===== src/rtl/spi_target.sv =====
`default_nettype none
// ============================================================================
//  Module      : spi_target
//  Description : SPI mode-3 responder giving an external initiator read/write
//                access to a 128 x 8-bit register space. SCK/SS/SDI are
//                oversampled in the CLK1 domain; the register side is a
//                single-cycle strobe interface.
//  Ports       : CLK1, RESET_N        - system clock, async active-low reset
//                SPI_SCK/SS/SDI       - SPI inputs (asynchronous to CLK1)
//                SPI_SDO, SPI_SDO_OE  - SPI output and its pad enable
//                REG_ADDR/WDATA/WR/RD - register-file request side
//                REG_RDATA            - read data, valid the cycle after REG_RD
//                BUSY                 - synchronised SS is asserted
//  Revision    : 1.0  initial release
// ============================================================================
module spi_target #(
    parameter int SYNC_STAGES = 2,
    parameter int AUTO_INC    = 1
) (
    input  logic       CLK1,
    input  logic       RESET_N,
    input  logic       SPI_SCK,
    input  logic       SPI_SS,
    input  logic       SPI_SDI,
    output logic       SPI_SDO,
    output logic       SPI_SDO_OE,
    output logic [6:0] REG_ADDR,
    output logic [7:0] REG_WDATA,
    output logic       REG_WR,
    output logic       REG_RD,
    input  logic [7:0] REG_RDATA,
    output logic       BUSY
);

    // A single-flop synchroniser is never acceptable, so clamp to two.
    localparam int C_STAGES = (SYNC_STAGES < 2) ? 2 : SYNC_STAGES;

    localparam logic [1:0] C_ST_IDLE = 2'd0;
    localparam logic [1:0] C_ST_CMD  = 2'd1;
    localparam logic [1:0] C_ST_DATA = 2'd2;

    // ------------------------------------------------------------------
    // Declarations
    // ------------------------------------------------------------------
    logic [C_STAGES-1:0] sck_sync_q, sck_sync_d;
    logic [C_STAGES-1:0] ss_sync_q,  ss_sync_d;
    logic [C_STAGES-1:0] sdi_sync_q, sdi_sync_d;
    logic                sck_prev_q, sck_prev_d;
    logic                ss_prev_q,  ss_prev_d;

    logic [1:0] state_q, state_d;
    logic [2:0] bit_cnt_q, bit_cnt_d;
    logic [7:0] rx_q, rx_d;
    logic [7:0] tx_q, tx_d;
    logic       rw_q, rw_d;
    logic [6:0] addr_q, addr_d;
    logic [7:0] wdata_q, wdata_d;
    logic       wr_q, wr_d;
    logic       rd_q, rd_d;
    logic       load_q, load_d;

    logic w_sck_s, w_ss_s, w_sdi_s;
    logic w_sck_rise, w_sck_fall, w_ss_fall;
    logic w_active;
    logic w_sdo_oe;

    assign w_sck_s    = sck_sync_q[C_STAGES-1];
    assign w_ss_s     = ss_sync_q[C_STAGES-1];
    assign w_sdi_s    = sdi_sync_q[C_STAGES-1];
    assign w_sck_rise =  w_sck_s & ~sck_prev_q;
    assign w_sck_fall = ~w_sck_s &  sck_prev_q;
    assign w_ss_fall  =  ss_prev_q & ~w_ss_s;

    // Selected and still selected: SCK edges only count in this window.
    assign w_active   = (state_q != C_ST_IDLE) && !w_ss_s;

    // ------------------------------------------------------------------
    // FSM: state register
    // ------------------------------------------------------------------
    always_ff @(posedge CLK1 or negedge RESET_N) begin
        if (!RESET_N) begin
            state_q <= C_ST_IDLE;
        end else begin
            state_q <= state_d;
        end
    end

    // ------------------------------------------------------------------
    // FSM: next state
    // ------------------------------------------------------------------
    always_comb begin
        state_d = state_q;
        case (state_q)
            C_ST_IDLE: begin
                if (w_ss_fall) begin
                    state_d = C_ST_CMD;
                end
            end
            C_ST_CMD: begin
                if (w_ss_s) begin
                    state_d = C_ST_IDLE;
                end else if (w_sck_rise && (bit_cnt_q == 3'd7)) begin
                    state_d = C_ST_DATA;
                end
            end
            C_ST_DATA: begin
                if (w_ss_s) begin
                    state_d = C_ST_IDLE;
                end
            end
            default: state_d = C_ST_IDLE;
        endcase
    end

    // ------------------------------------------------------------------
    // FSM: outputs
    // ------------------------------------------------------------------
    always_comb begin
        w_sdo_oe = (state_q != C_ST_IDLE);
    end

    // ------------------------------------------------------------------
    // Datapath next-state
    // ------------------------------------------------------------------
    always_comb begin
        sck_sync_d = {sck_sync_q[C_STAGES-2:0], SPI_SCK};
        ss_sync_d  = {ss_sync_q[C_STAGES-2:0],  SPI_SS};
        sdi_sync_d = {sdi_sync_q[C_STAGES-2:0], SPI_SDI};
        sck_prev_d = w_sck_s;
        ss_prev_d  = w_ss_s;

        bit_cnt_d  = bit_cnt_q;
        rx_d       = rx_q;
        tx_d       = tx_q;
        rw_d       = rw_q;
        addr_d     = addr_q;
        wdata_d    = wdata_q;
        wr_d       = 1'b0;
        rd_d       = 1'b0;
        // Register file answers one cycle after REG_RD; capture on that cycle.
        load_d     = rd_q;

        if (state_q == C_ST_IDLE) begin
            if (w_ss_fall) begin
                bit_cnt_d = 3'd0;
                rx_d      = 8'h00;
                tx_d      = 8'hFF;
            end
        end else if (w_active) begin
            if (w_sck_rise) begin
                rx_d      = {rx_q[6:0], w_sdi_s};
                bit_cnt_d = bit_cnt_q + 3'd1;
                if (bit_cnt_q == 3'd7) begin
                    if (state_q == C_ST_CMD) begin
                        addr_d = rx_d[6:0];
                        rw_d   = rx_d[7];
                        rd_d   = rx_d[7];
                    end else if (rw_q) begin
                        // Prefetch the byte for the next 8 clocks.
                        if (AUTO_INC != 0) begin
                            addr_d = addr_q + 7'd1;
                        end
                        rd_d = 1'b1;
                    end else begin
                        wdata_d = rx_d;
                        wr_d    = 1'b1;
                    end
                end
            end

            // The first fall of a byte must not shift: the freshly loaded MSB
            // is already on SDO and the initiator samples it on the next rise.
            // Shifting in ones keeps SDO high when nothing is loaded.
            if (w_sck_fall && (bit_cnt_q != 3'd0)) begin
                tx_d = {tx_q[6:0], 1'b1};
            end

            if (load_q && (state_q == C_ST_DATA) && rw_q) begin
                tx_d = REG_RDATA;
            end
        end

        // Post-write increment follows the strobe, even if SS has just risen.
        if (wr_q && (AUTO_INC != 0)) begin
            addr_d = addr_q + 7'd1;
        end
    end

    // ------------------------------------------------------------------
    // Datapath registers
    // ------------------------------------------------------------------
    always_ff @(posedge CLK1 or negedge RESET_N) begin
        if (!RESET_N) begin
            // SCK and SS synchronisers start at their idle (high) level so
            // that reset release never looks like an edge.
            sck_sync_q <= '1;
            ss_sync_q  <= '1;
            sdi_sync_q <= '0;
            sck_prev_q <= 1'b1;
            ss_prev_q  <= 1'b1;
            bit_cnt_q  <= 3'd0;
            rx_q       <= 8'h00;
            // TX holds ones at rest so SDO idles high.
            tx_q       <= 8'hFF;
            rw_q       <= 1'b0;
            addr_q     <= 7'd0;
            wdata_q    <= 8'h00;
            wr_q       <= 1'b0;
            rd_q       <= 1'b0;
            load_q     <= 1'b0;
        end else begin
            sck_sync_q <= sck_sync_d;
            ss_sync_q  <= ss_sync_d;
            sdi_sync_q <= sdi_sync_d;
            sck_prev_q <= sck_prev_d;
            ss_prev_q  <= ss_prev_d;
            bit_cnt_q  <= bit_cnt_d;
            rx_q       <= rx_d;
            tx_q       <= tx_d;
            rw_q       <= rw_d;
            addr_q     <= addr_d;
            wdata_q    <= wdata_d;
            wr_q       <= wr_d;
            rd_q       <= rd_d;
            load_q     <= load_d;
        end
    end

    assign SPI_SDO    = tx_q[7];
    assign SPI_SDO_OE = w_sdo_oe;
    assign REG_ADDR   = addr_q;
    assign REG_WDATA  = wdata_q;
    assign REG_WR     = wr_q;
    assign REG_RD     = rd_q;
    assign BUSY       = ~w_ss_s;

endmodule
`default_nettype wire

===== config.mk =====
export PLATFORM = sky130hd
export DESIGN_NAME = spi_target
export DESIGN_NICKNAME = d
export VERILOG_FILES = /design/src/rtl/spi_target.sv
export SDC_FILE = /design/constraint.sdc
export NUM_CORES = 1
export LEC_CHECK = 0
export ABC_AREA = 1
export BUFFER_PORTS_ARGS = -buffer_cell sky130_fd_sc_hd__buf_2
export CORE_MARGIN = 5
export CORE_UTILIZATION = 45
export CTS_BUF_LIST = sky130_fd_sc_hd__clkbuf_16
export DETAILED_ROUTE_END_ITERATION = 12
export GPL_TIMING_DRIVEN = 0
export PLACE_DENSITY = 0.65
export SETUP_SLACK_MARGIN = 0.05
export SLEW_MARGIN = 15
export SYNTH_ARGS = -nofsm -noshare
export SYNTH_HDL_FRONTEND = slang
export SYNTH_SLANG_ARGS = --single-unit

===== constraint.sdc =====
create_clock -name CLK1 -period 4.05 [get_ports CLK1]
set_input_delay 0.2025 -clock CLK1 [delete_from_list [all_inputs] [get_ports CLK1]]
set_output_delay 0.2025 -clock CLK1 [all_outputs]
set_load 0.01 [all_outputs]

==> parameters.txt, run 1 <==
Parameter                              Value

Final layout
  Most common cell after layout, fill and taps aside    nand2_1
  Sequential cell area    0.001194 mm²
  Share of cells above drive strength 1    0.2204
  Antenna diodes    0
  Area of the multi-input gates    848.3 µm²
  Top library cells by usage in the layout, fill and taps aside    100 x nand2_1, 35 x inv_1, 34 x buf_2
  Nets    321
  Filler cell count    456
  P&R area growth vs syn    17.27%

Place
  Weighted congestion at the end of routability-driven global placement    0.8418
  Post-DP HPWL    3178 µm
  Number of input and output port buffers inserted    32

Global route
  Initial antenna violation count    0
  Total track usage    0.1580
  Maximum number of pins on one net before global-route repair    48
  Global-route wire length before repair    ~7800 µm
  Remaining global-route overflow    0
  Number of global-route vias before repair    1759

STA
  Final period utilization    0.4145
  Final hold vios    0
  Final setup skew    5.111 ps
  Post-Route Hold Slack    between 15 and 20 ps
  Highest clock rate    0.5957 GHz
  Final Max Slew Viols    0
  Total of endpoints with negative setup slack in the final report    0
  Setup repair after global routing missed its margin    false
  Aggregate negative setup slack    0 ps
  Final critical-path required period    1679 ps
  Tightest Pin Transition    1025 ps
  Slew margin rel.    0.3170

Power
  Worst ir drop on vdd    297.8 µV
  Leakage    1.346 nW
  Power Dens Cells    about 550 mW/mm²
  Total power consumption of the routed design    0.001421 W

Setup path
  Setup CP Type    reg2reg
  Worst endpoint required time    4220 ps
  Largest stage delay, worst path    360 ps
  Library cell contributing the largest single delay on the critical path    dfrtp_1
  Cells traversed along the worst timing path    ha_1, ha_1, inv_1, nor2_1, nand3_1, nand2_2, inv_2, nand2_1, nand2_1
  Max Fanout on Critical Path    9
  Crit. End Element    flip-flop
  Critical path arrival    1850 ps
  CP Launch Type    flip-flop

Floorplan
  Placeable Area    0.004723 mm²
  Cell row count    25
  Die Height    79.96 µm
  Number of ports placed on the die boundary    33
  Starting utilization of the core area    0.4662
  Total die area    0.006393 mm²
  Die width    79.96 µm

Clock network
  Post-CTS Repair Setup Buffers    0
  Clock Pin Slew Worst Setup and Hold Paths    60 ps
  Cts-stage hold buffer count    0
  Maximum count of clock buffers along a single path    2
  Clock root buffer    clkbuf_16
  Number of buffers created by CTS    5
  Deepest level of the CTS H-tree    2
  Clock tree from TritonCTS    built
  Clock latency on the worst-skew pair    280 ps
  Number of clock sinks    47
  Number of cells upsized or downsized after cts    0

Drt
  Antenna Violating Nets Remaining    0
  Total via count after detailed routing    1761
  TritonRoute pass-1 iters    4
  Routed length per instance    ~12 µm
  Starting DRC count in detailed routing    77
  Total Routed Length    around 4500 µm
  DRC violations left    0
  Average vias per placed instance    4.747

Synthesis
  Number of standard cells after synthesis    ~260
  Syn_area_per_cell    8.341 µm²
  Total nets after synthesis    282
  Synthesis Warnings    0
  Cell Area, Synth    0.002202 mm²
  Count of unique library cells instantiated by Yosys    23
  Sequential fraction of the synthesis area    0.5420
  Number of storage elements in the synthesis netlist    47

Hold path
  Type of the worst min-delay path    in2reg

Run
  Max-capacitance violation count    0

Status
  Status    completed
registers in the layout, indices dropped and copies added, names as in the netlist, 2 cells and up:
| signal | flops |
|---|---|
| REG_ADDR | 7 |
| REG_WDATA | 8 |
| bit_cnt_q | 3 |
| rx_q | 7 |
| sck_sync_q | 2 |
| sdi_sync_q | 2 |
| ss_sync_q | 2 |
| state_q | 2 |
| tx_q | 8 |
layout make-up:
| type | count | area share |
|---|---|---|
| Buffer | 4 | 0.01260 |
| Clock buffer | 5 | 0.04845 |
| Clock inverter | 3 | 0.004360 |
| Inverter | 34 | 0.04942 |
| Multi-Input combinational cell | 179 | 0.3285 |
| Sequential cell | 47 | 0.4622 |
| Tap cell | 67 | 0.03246 |
| Timing Repair Buffer | 32 | 0.06202 |
path summary, 6_finish.rpt:
check	cells after the start	slack [ps]	end	start
hold reg to reg	0	350	sck_sync_q[1]	sck_sync_q[0]
hold / removal	1	20	sck_sync_q[0]	SPI_SCK
setup reg to reg	9	2370	REG_ADDR[5]	bit_cnt_q[0]
setup / recovery	9	2370	REG_ADDR[5]	bit_cnt_q[0]
min in group asynchronous	1	100	state_q[0]	RESET_N
max in group asynchronous	1	3320	sdi_sync_q[1]	RESET_N
per-stage QoR:
stage | area (µm²) | cells | worst slack [ps] | util
floorplan | 2202 | 264 | 2602 | -
global placement | 2446 | 363 | 2404 | 0.5179
detailed placement | 2446 | 363 | 2384 | 0.5179
CTS | 2582 | 371 | 2366 | 0.5468
global route | 2582 | 371 | 2200 | 0.5468
finish | 2582 | 371 | 2371 | 0.5468
synthesized netlist by cell type:
| master | instances | area [µm²] |
|---|---|---|
| nand2_2 | 5 | 31.28 |
| o21ai_0 | 25 | 125.1 |
| xnor2_1 | 1 | 8.760 |
| inv_2 | 2 | 7.510 |
| nand3b_1 | 1 | 7.510 |
| dfrtp_1 | 33 | 825.8 |
| nor2_2 | 1 | 6.260 |
| buf_2 | 2 | 10.01 |
| dfstp_2 | 14 | 367.9 |
| nor2_1 | 8 | 30.03 |
| buf_6 | 2 | 22.52 |
| ha_1 | 5 | 62.56 |
| nand4_4 | 1 | 21.27 |
| o21ai_1 | 1 | 5.000 |
| o21ai_2 | 1 | 8.760 |
| nor4_1 | 1 | 6.260 |
| nor2_4 | 1 | 11.26 |
| o21bai_1 | 2 | 15.01 |
| nand3_1 | 24 | 120.1 |
| a21oi_1 | 1 | 5.000 |
| inv_1 | 32 | 120.1 |
| nand2_1 | 100 | 375.4 |
| a21oi_2 | 1 | 8.760 |
power by group:
part	switching, W	internal, W	total (W)
logic	0.000272	0.000135	0.000407
clock network	0.000159	0.000222	0.000381
registers	0.0000506	0.000581	0.000632
critical path, delay by kind of cell (launching register included):
kind	cells	cell delay [ps]
fa+ha+maj	2	320
simple gates	5	760
buf+inv	2	140
flops	1	360
routing by layer:
layer,global-route usage,share of wire,vias to the layer above
met4,0.04561,0.014,0
met2,0.2649,0.49,34
met5,0,0,-
li1,-,-,904
met1,0.2026,0.45,817
met3,0.03725,0.051,6
cells by family after synthesis:
group | synth area share
XOR/XNOR | 0.003978
AO/OA/AOI/OAI | 0.07613
adder cells (fa/ha/maj) | 0.02841
buffers and inverters | 0.07273
flip-flops | 0.5420
AND/OR/NAND/NOR | 0.2767
No activity file was read; power rests on OpenSTA's default activity.
==> run 2: changes to the inputs <==
==> constraint.sdc (replaced) <==
create_clock -name CLK1 -period 1.7 [get_ports CLK1]
set_input_delay 0.085 -clock CLK1 [delete_from_list [all_inputs] [get_ports CLK1]]
set_output_delay 0.085 -clock CLK1 [all_outputs]
set_load 0.01 [all_outputs]
==> run 2 against run 1 <==
Net effect: the flow now finishes with violations (negative hold slack); sequential power up 140%; global-route usage unchanged; first-iteration DRC count rose by 6.5%; count of clock-buffer cells in the layout did not move; hold slack worse by 37 ps; critical path type unchanged; largest cell class unchanged.
==> parameters.txt, run 2 (synthesized netlist as in run 1, its figures left out) <==
Parameter                              Value

Global route
  Remaining global-route overflow    0 (unchanged)
  Initial antenna violation count    0 (unchanged)
  Total track usage    0.1580 (unchanged)
  Global-route wire length before repair    7859 µm (was 7845 µm)
  Maximum number of pins on one net before global-route repair    48 (unchanged)
  Number of global-route vias before repair    1766 (was 1759)

Drt
  DRC violations left    0 (unchanged)
  TritonRoute pass-1 iters    4 (unchanged)
  Average vias per placed instance    4.779 (was 4.747)
  Total via count after detailed routing    1797 (was 1761)
  Routed length per instance    12.21 µm (was 12.10 µm)
  Antenna Violating Nets Remaining    0 (unchanged)
  Total Routed Length    4591 µm (was 4489 µm)
  Starting DRC count in detailed routing    82 (was 77)

STA
  Final period utilization    0.9116 (was 0.4145)
  Slew margin rel.    0.3219 (was 0.3170)
  Highest clock rate    0.6453 GHz (was 0.5957 GHz)
  Setup repair after global routing missed its margin    true (was false)
  Final critical-path required period    1550 ps (was 1679 ps)
  Final hold vios    22 (was 0)
  Final setup skew    5.691 ps (was 5.111 ps)
  Total of endpoints with negative setup slack in the final report    0 (unchanged)
  Post-Route Hold Slack    -20.48 ps (was 16.48 ps)
  Tightest Pin Transition    1017 ps (was 1025 ps)
  Final Max Slew Viols    0 (unchanged)
  Aggregate negative setup slack    0 ps (unchanged)

Setup path
  Largest stage delay, worst path    510 ps (was 360 ps)
  Start of the worst register-to-register path    sck_prev_q (was bit_cnt_q[0])
  CP Launch Type    flip-flop (unchanged)
  Worst endpoint required time    1890 ps (was 4220 ps)
  Flop2flop setup slack    150 ps (was 2370 ps)
  Cells traversed along the worst timing path    inv_1, nand2_1, inv_1, o21ai_2, inv_1, o21ai_0 (was ha_1, ha_1, inv_1, nor2_1, nand3_1, nand2_2, inv_2, nand2_1, nand2_1)
  Setup CP Type    reg2reg (unchanged)
  FF-to-FF End    bit_cnt_q[0] (was REG_ADDR[5])
  FF-to-FF path depth    6 (was 9)
  Crit. End Element    flip-flop (unchanged)
  Critical path arrival    1740 ps (was 1850 ps)
  Max Fanout on Critical Path    8 (was 9)
  Crit-path most repeated cell    inv_1
  Library cell contributing the largest single delay on the critical path    dfstp_2 (was dfrtp_1)

Floorplan
  Placeable Area    0.004723 mm² (unchanged)
  Number of ports placed on the die boundary    33 (unchanged)
  Die Height    79.96 µm (unchanged)
  Starting utilization of the core area    0.4662 (unchanged)
  Cell row count    25 (unchanged)
  Die width    79.96 µm (unchanged)
  Total die area    0.006393 mm² (unchanged)

Clock network
  Clock latency on the worst-skew pair    280 ps (about the same)
  Number of clock sinks    47 (unchanged)
  Clock root buffer    clkbuf_16 (unchanged)
  Number of buffers created by CTS    5 (unchanged)
  Deepest level of the CTS H-tree    2 (unchanged)
  Clock Pin Slew Worst Setup and Hold Paths    60 ps (about the same)
  Clock tree from TritonCTS    built (unchanged)
  Maximum count of clock buffers along a single path    2 (unchanged)

Run
  Max-capacitance violation count    0 (unchanged)

Final layout
  Top library cells by usage in the layout, fill and taps aside    100 x nand2_1, 35 x inv_1, 34 x buf_2 (unchanged)
  Utilization after layout    0.5600 (was 0.5468)
  Filler cell count    449 (was 456)
  Nets    326 (was 321)
  Share of cells above drive strength 1    0.2298 (was 0.2204)
  Antenna diodes    0 (unchanged)
  P&R area growth vs syn    20.11% (was 17.27%)
  Most common cell after layout, fill and taps aside    nand2_1 (unchanged)

Status
  Status    finished, violations left (was completed)
  Failing checks    negative hold slack

Power
  Total power consumption of the routed design    0.003402 W (was 0.001421 W)
  Power Dens Cells    1286 mW/mm² (was 550.1 mW/mm²)
  Leakage    1.367 nW (was 1.346 nW)
  Worst ir drop on vdd    709.9 µV (was 297.8 µV)

Place
  Number of input and output port buffers inserted    32 (unchanged)
  Post-DP HPWL    3178 µm (unchanged)
  Weighted congestion at the end of routability-driven global placement    0.8418 (unchanged)

Hold path
  Type of the worst min-delay path    in2async (was in2reg)
==> run 2: cell types whose count changed in the layout (fill, tap and decap cells not counted) <==
cell	change
buf_4	+2
dlygate4sd3_1	+3
nand2_2	-1
nand2_4	+1
nand3_1	-1
nand3_2	+1
nor2_1	-1
nor2_4	+1
==> run 2: layout make-up <==
type / count / area, µm² / area share
Buffer: 4 / 32.53 / 0.01230
Clock buffer: 5 / 125.1 / 0.04730
Clock inverter: 3 / 11.26 / 0.004257
Inverter: 34 / 127.6 / 0.04825
Multi-Input combinational cell: 179 / 865.8 / 0.3273
Sequential cell: 47 / 1194 / 0.4513
Tap cell: 67 / 83.83 / 0.03169
Timing Repair Buffer: 37 / 205.2 / 0.07758
==> run 2: timing repair <==
item                                    4_1_cts  5_1_grt
gates resized for setup                       1        3
hold buffers                                  3        0
pin swaps                                     0        1
hold endpoints to repair                      3        0
buffers inserted                              0        2
endpoints found under the setup margin        6        9
==> run 2: metrics by stage <==
stage          setup WS (ps)  cell area (µm²)  hold WS (ps)  cells
2_1_floorplan          252.3             2202        -210.6    264
3_3_place_gp           53.81             2446         189.8    363
3_5_place_dp           33.93             2446         191.4    363
4_1_cts                114.0             2615         27.51    374
5_1_grt                43.57             2645         70.85    376
6_report               150.2             2645        -20.48    376
==> run 2: worst max path at each step <==
stage / from / to / slack [ps] / cells past startpoint
detailed placement: bit_cnt_q[0] / REG_ADDR[5] / 30 / 9
CTS: bit_cnt_q[0] / REG_ADDR[5] / 110 / 9
global placement: bit_cnt_q[0] / REG_ADDR[2] / 50 / 9
global route: sck_prev_q / rx_q[3] / 40 / 6
finish: sck_prev_q / bit_cnt_q[0] / 150 / 6
floorplan: bit_cnt_q[0] / REG_ADDR[3] / 250 / 9
==> run 2: power by group <==
group          switching [W]  total, W  internal [W]
sequential          0.000121   0.00150       0.00138
combinational       0.000659  0.000986      0.000326
clock               0.000382  0.000911      0.000529
total                0.00116   0.00340       0.00224
==> run 2: worst max-delay path, delay by kind of cell (launching register included) <==
family	cells	cell delay, ps
DFF	1	510
buffers and inverters	3	270
AOI/OAI and AO/OA	2	560
and+or+nand+nor	1	120
==> run 2: per-layer routing <==
layer	track usage	wire [µm]	up-vias
met1	0.2033	2057	841
li1	-	-	912
met3	0.03612	236	6
met2	0.2649	2234	38
met4	0.04561	62	0
met5	0	0	-
